File: config.mk
export PLATFORM = sky130hd
export DESIGN_NAME = mem_arbiter
export DESIGN_NICKNAME = d
export VERILOG_FILES = /design/src/rtl/mem_arbiter.sv
export SDC_FILE = /design/constraint.sdc
export NUM_CORES = 1
export LEC_CHECK = 0
export CORE_MARGIN = 3
export CORE_UTILIZATION = 40
export CTS_CLUSTER_SIZE = 8
export DETAILED_ROUTE_END_ITERATION = 12
export PLACE_DENSITY = 0.77
export SKIP_LAST_GASP = 1
export SYNTH_ARGS = -nofsm -noshare
export SYNTH_HDL_FRONTEND = slang
export SYNTH_SLANG_ARGS = --single-unit
File: constraint.sdc
create_clock -name clk -period 1.97 [get_ports clk]
set_clock_uncertainty 0.1 [all_clocks]
set_input_delay 0.2955 -clock clk [delete_from_list [all_inputs] [get_ports clk]]
set_output_delay 0.2955 -clock clk [all_outputs]
set_load 0.02 [all_outputs]
File: src/rtl/mem_arbiter.sv
// Two-port req/ack arbiter sharing one RAM between the CPU (port 0) and the loader (port 1).
// Each access takes one GRANT cycle on the RAM bus followed by one ACK cycle to the winner.
module mem_arbiter #(
    parameter int ADDR_WIDTH = 8,
    parameter int DATA_WIDTH = 8,
    parameter int FIXED_PRIO = 0
) (
    input  logic                  clk,
    input  logic                  reset,
    input  logic                  req0,
    input  logic                  we0,
    input  logic [ADDR_WIDTH-1:0] addr0,
    input  logic [DATA_WIDTH-1:0] wdata0,
    output logic                  ack0,
    output logic [DATA_WIDTH-1:0] rdata0,
    input  logic                  req1,
    input  logic                  we1,
    input  logic [ADDR_WIDTH-1:0] addr1,
    input  logic [DATA_WIDTH-1:0] wdata1,
    output logic                  ack1,
    output logic [DATA_WIDTH-1:0] rdata1,
    input  logic                  lock1,
    output logic [1:0]            gnt,
    output logic [ADDR_WIDTH-1:0] ram_addr,
    output logic                  ram_we,
    output logic [DATA_WIDTH-1:0] ram_wdata,
    input  logic [DATA_WIDTH-1:0] ram_rdata
);

    typedef enum logic [1:0] {
        IDLE,
        GRANT,
        ACK
    } state_t;

    state_t                  state_q, state_d;
    logic                    win_q, win_d;
    logic                    we_q, we_d;
    logic [ADDR_WIDTH-1:0]   addr_q, addr_d;
    logic [DATA_WIDTH-1:0]   wdata_q, wdata_d;
    logic [DATA_WIDTH-1:0]   rdata0_q, rdata0_d;
    logic [DATA_WIDTH-1:0]   rdata1_q, rdata1_d;
    logic                    rr_last_q, rr_last_d;
    logic                    locked_q, locked_d;

    logic                    start;
    logic                    pick;
    logic                    lock_active;

    always_ff @(posedge clk or posedge reset) begin
        if (reset) begin
            state_q   <= IDLE;
            win_q     <= 1'b0;
            we_q      <= 1'b0;
            addr_q    <= '0;
            wdata_q   <= '0;
            rdata0_q  <= '0;
            rdata1_q  <= '0;
            rr_last_q <= 1'b1;
            locked_q  <= 1'b0;
        end else begin
            state_q   <= state_d;
            win_q     <= win_d;
            we_q      <= we_d;
            addr_q    <= addr_d;
            wdata_q   <= wdata_d;
            rdata0_q  <= rdata0_d;
            rdata1_q  <= rdata1_d;
            rr_last_q <= rr_last_d;
            locked_q  <= locked_d;
        end
    end

    always_comb begin
        state_d     = state_q;
        win_d       = win_q;
        we_d        = we_q;
        addr_d      = addr_q;
        wdata_d     = wdata_q;
        rdata0_d    = rdata0_q;
        rdata1_d    = rdata1_q;
        rr_last_d   = rr_last_q;
        locked_d    = locked_q;
        start       = 1'b0;
        pick        = 1'b0;
        lock_active = locked_q & lock1;

        case (state_q)
            IDLE, ACK: begin
                if (!lock1) begin
                    locked_d = 1'b0;
                end
                // A held lock shuts port 0 out entirely, whatever the priority mode.
                if (lock_active) begin
                    if (req1) begin
                        start = 1'b1;
                        pick  = 1'b1;
                    end
                end else if (req0 && req1) begin
                    start = 1'b1;
                    pick  = (FIXED_PRIO != 0) ? 1'b0 : ~rr_last_q;
                end else if (req0 || req1) begin
                    start = 1'b1;
                    pick  = req1;
                end
                state_d = start ? GRANT : IDLE;
            end
            GRANT: begin
                if (!we_q) begin
                    if (win_q) begin
                        rdata1_d = ram_rdata;
                    end else begin
                        rdata0_d = ram_rdata;
                    end
                end
                state_d = ACK;
            end
            default: begin
                state_d = IDLE;
            end
        endcase

        if (start) begin
            win_d     = pick;
            rr_last_d = pick;
            we_d      = pick ? we1 : we0;
            addr_d    = pick ? addr1 : addr0;
            wdata_d   = pick ? wdata1 : wdata0;
            if (pick && lock1) begin
                locked_d = 1'b1;
            end
        end
    end

    assign gnt       = (state_q == GRANT) ? (win_q ? 2'b10 : 2'b01) : 2'b00;
    assign ram_we    = (state_q == GRANT) && we_q;
    assign ram_addr  = addr_q;
    assign ram_wdata = wdata_q;
    assign ack0      = (state_q == ACK) && !win_q;
    assign ack1      = (state_q == ACK) && win_q;
    assign rdata0    = rdata0_q;
    assign rdata1    = rdata1_q;

endmodule
==> qor.csv <==
stage,metric,value,unit
worst_setup_path,r2r_slack,310,ps
logic_synthesis,ys_top_cells_by_area,"dfrtp_1 (55%), mux2i_1 (10%), mux2_4 (7.2%)",
power_and_ir_drop,p_leak,1.25,nW
logic_synthesis,async_flop_share,100,%
placement,io_buffers,83,
drt,first_pass_iters,3,
worst_setup_path,crit_type,flop to output port,
cells_and_area,fin_util,69.0,%
floorplan,core,0.00385,sq mm
logic_synthesis,synthFlopType,dfrtp_1,
logic_synthesis,yosysTopAreaCellShare,55.3,%
floorplan,die_width,70.7,um
logic_synthesis,synth_commonest_cells,"dfrtp_1 (37), nand2_1 (21), mux2i_1 (17), o21ai_0 (15)",
floorplan,start_util,43.5,%
clock_tree,postCtsSetupBuffers,0,
timing,slew_headroom,68.5,%
worst_setup_path,crit_slowest_cell,dfrtp_1,
logic_synthesis,synth_edf_count,0,
timing,fin_setup_tns,0,ps
clock_tree,hold_buffers,0,
logic_synthesis,syn_area_per_cell,12.5,sq um
worst_setup_path,critical_path.cell_chain,nand2b_4 > inv_2 > and2_2 > dlygate4sd2_1,
worst_setup_path,timing.rr.end,rdata1[5]$_DFFE_PP0P_,
drt,viasPerCell,4.76,
placement,post-dp-hpwl,3060,um
worst_setup_path,r2r_cells,5,
worst_setup_path,critPathMaxFanout,5,
timing,timing.fmax,554,MHz
logic_synthesis,syn-num-nets,181,
global_routing,grt_max_degree,39,
logic_synthesis,synthesis.instances,134,
timing,rsz0062_at_grt,no,
floorplan,rows,22,
floorplan,die_h,70.7,um
clock_tree,cts_buffers,5,
global_routing,grt_pass1_wl,6570,um
drt,antenna_left,0,
logic_synthesis,ys_types,25,
logic_synthesis,syn_area,0.00168,sq mm
worst_setup_path,endpoint,ram_we,
clock_tree,clock_path_buffers,2,
timing,min_period,1800,ps
placement,dpl_cell_area,0.00258,sq mm
cells_and_area,fin_nets,270,
timing,drv_slew,0,
worst_setup_path,max_stage_delay,450,ps
worst_setup_path,arrival,1410,ps
global_routing,grt_overflow,0,
logic_synthesis,ys_seq_elements,38,
logic_synthesis,yosysTopAreaCell,dfrtp_1,
clock_tree,root_buffer,clkbuf_8,
power_and_ir_drop,p_per_area,1250,mW/mm^2
logic_synthesis,synth.most_common_cell,dfrtp_1,
power_and_ir_drop,vdd_drop_max,0.491,mV
floorplan,fp.dieArea,0.00500,sq mm
worst_setup_path,worstPathRequired,1570,ps
cells_and_area,fill_cells,299,
logic_synthesis,seq_area_frac_synth,56.8,%
worst_setup_path,cp-startpoint,state_q[0]$_DFF_PP0_,
cells_and_area,area.growth.synth_to_final,58.6,%
worst_setup_path,start_kind,flop,
placement,routabilityCongestion,0.726,
timing,setup_violations,0,
timing,worst_pin_slew,473,ps
clock_tree,cts_tree,yes,
cells_and_area,drive_above_1_share,17.0,%
clock_tree,cts_num_sinks,38,
floorplan,io_pins,84,
clock_tree,htree_levels,2,
drt,wl,3970,um
flow_run,maxCapViolations,0,
global_routing,grt_pass1_vias,1319,
drt,wl_per_cell,14.6,um
timing,period_share,91.6,%
status,outcome,"finished, final reports clean",
cells_and_area,n_antenna_cell,0,
drt,initialDrtViolationCount,49,
drt,drc,0,
logic_synthesis,yosys_warnings,0,
timing,final_hold_viol_count,0,
global_routing,antenna_found_initial,0,
worst_setup_path,critPathCaptureType,output port,
global_routing,track_usage,16.8,%
worst_hold_path,hp-class,input port to asynchronous set/reset pin,
worst_setup_path,reg2reg_from,state_q[1]$_DFF_PP0_,
cells_and_area,design_area,0.00266,sq mm
clock_tree,clk_latency,280,ps
clock_tree,clk_pin_slew,70,ps
drt,num_vias,1294,
## worst max-delay path: cells and delay by family, from the launching register on
family / cells / cell delay, ps
AND/OR/NAND/NOR: 2 / 300
buffers and inverters: 2 / 370
flip-flops: 1 / 450
## worst min-delay path by stage
stage / start / endpoint / slack, ps / cells after the start
after CTS: reset / rdata0[3]$_DFFE_PP0P_ / 330 / 3
after global placement: rr_last_q$_DFFE_PP1P_ / rr_last_q$_DFFE_PP1P_ / 350 / 2
final: reset / rdata0[3]$_DFFE_PP0P_ / 330 / 3
after floorplan: lock1 / locked_q$_DFF_PP0_ / 330 / 2
after detailed placement: rr_last_q$_DFFE_PP1P_ / rr_last_q$_DFFE_PP1P_ / 370 / 2
after global routing: rr_last_q$_DFFE_PP1P_ / rr_last_q$_DFFE_PP1P_ / 380 / 2
## sequential cells by signal, summed over array words and instances, names as in the netlist
name and cells:
ram_addr 8, ram_wdata 8, rdata0 8, rdata1 8, state_q 2, locked_q 1, rr_last_q 1, we_q 1
win_q 1
## placed cells by master, fill, tap and decap left out, drive strengths merged
cell / n
dfstp: 1
o21ai: 20
nor2b: 1
nor3b: 1
clkinv: 2
mux2i: 17
clkbuf: 6
and3: 1
clkdlybuf4s50: 78
a211o: 1
nor2: 1
a21boi: 1
nand2: 21
mux2: 16
dlymetal6s2s: 1
nor3: 1
inv: 6
buf: 5
nand2b: 1
and2: 2
dlygate4sd2: 4
dfrtp: 37
## per-layer routing
layer	track usage (%)	vias up	share of wire, %
li1	-	632	-
met1	21.0	593	42
met2	26.4	65	47
met3	7.67	4	9.8
met4	4.38	0	0.71
met5	0	-	0
## cells by family after synthesis
logic type	synth area share, %
buf+inv	3.66
mux	22.7
compound gates	7.39
flops	56.8
simple gates	9.41
## timing repair
item                                   in CTS  in global routing
pin swaps                                   0                  0
endpoints found under the hold margin       0                  0
resized for setup                           4                  1
setup endpoints to repair                   4                  1
## area by class of cell
type                            instances  area, sq um  share of cell area, %
Clock buffer                            6         72.6                   2.73
Clock inverter                          2         10.0                  0.377
Inverter                                6         22.5                  0.847
Multi-Input combinational cell         84          662                   24.9
Sequential cell                        38          952                   35.8
Tap cell                               48         60.1                   2.26
Timing Repair Buffer                   88          878                   33.1
## metrics by stage
stage	hold slack, ps	instances	power (mW)	setup WS, ps
2_1_floorplan	334	134	2.06	431
3_3_place_gp	354	264	2.80	100
3_5_place_dp	366	264	2.85	47.6
4_1_cts	333	272	3.36	8.74
5_1_grt	383	272	3.50	117
6_report	326	272	3.32	166
## power breakdown
| group | total (mW) | internal, mW | leakage [nW] | switching (mW) |
|---|---|---|---|---|
| clock | 0.505 | 0.245 | 0.0450 | 0.260 |
| combinational | 1.55 | 0.847 | 0.751 | 0.702 |
| sequential | 1.27 | 1.07 | 0.458 | 0.191 |
(Power assumes the default switching activity.)
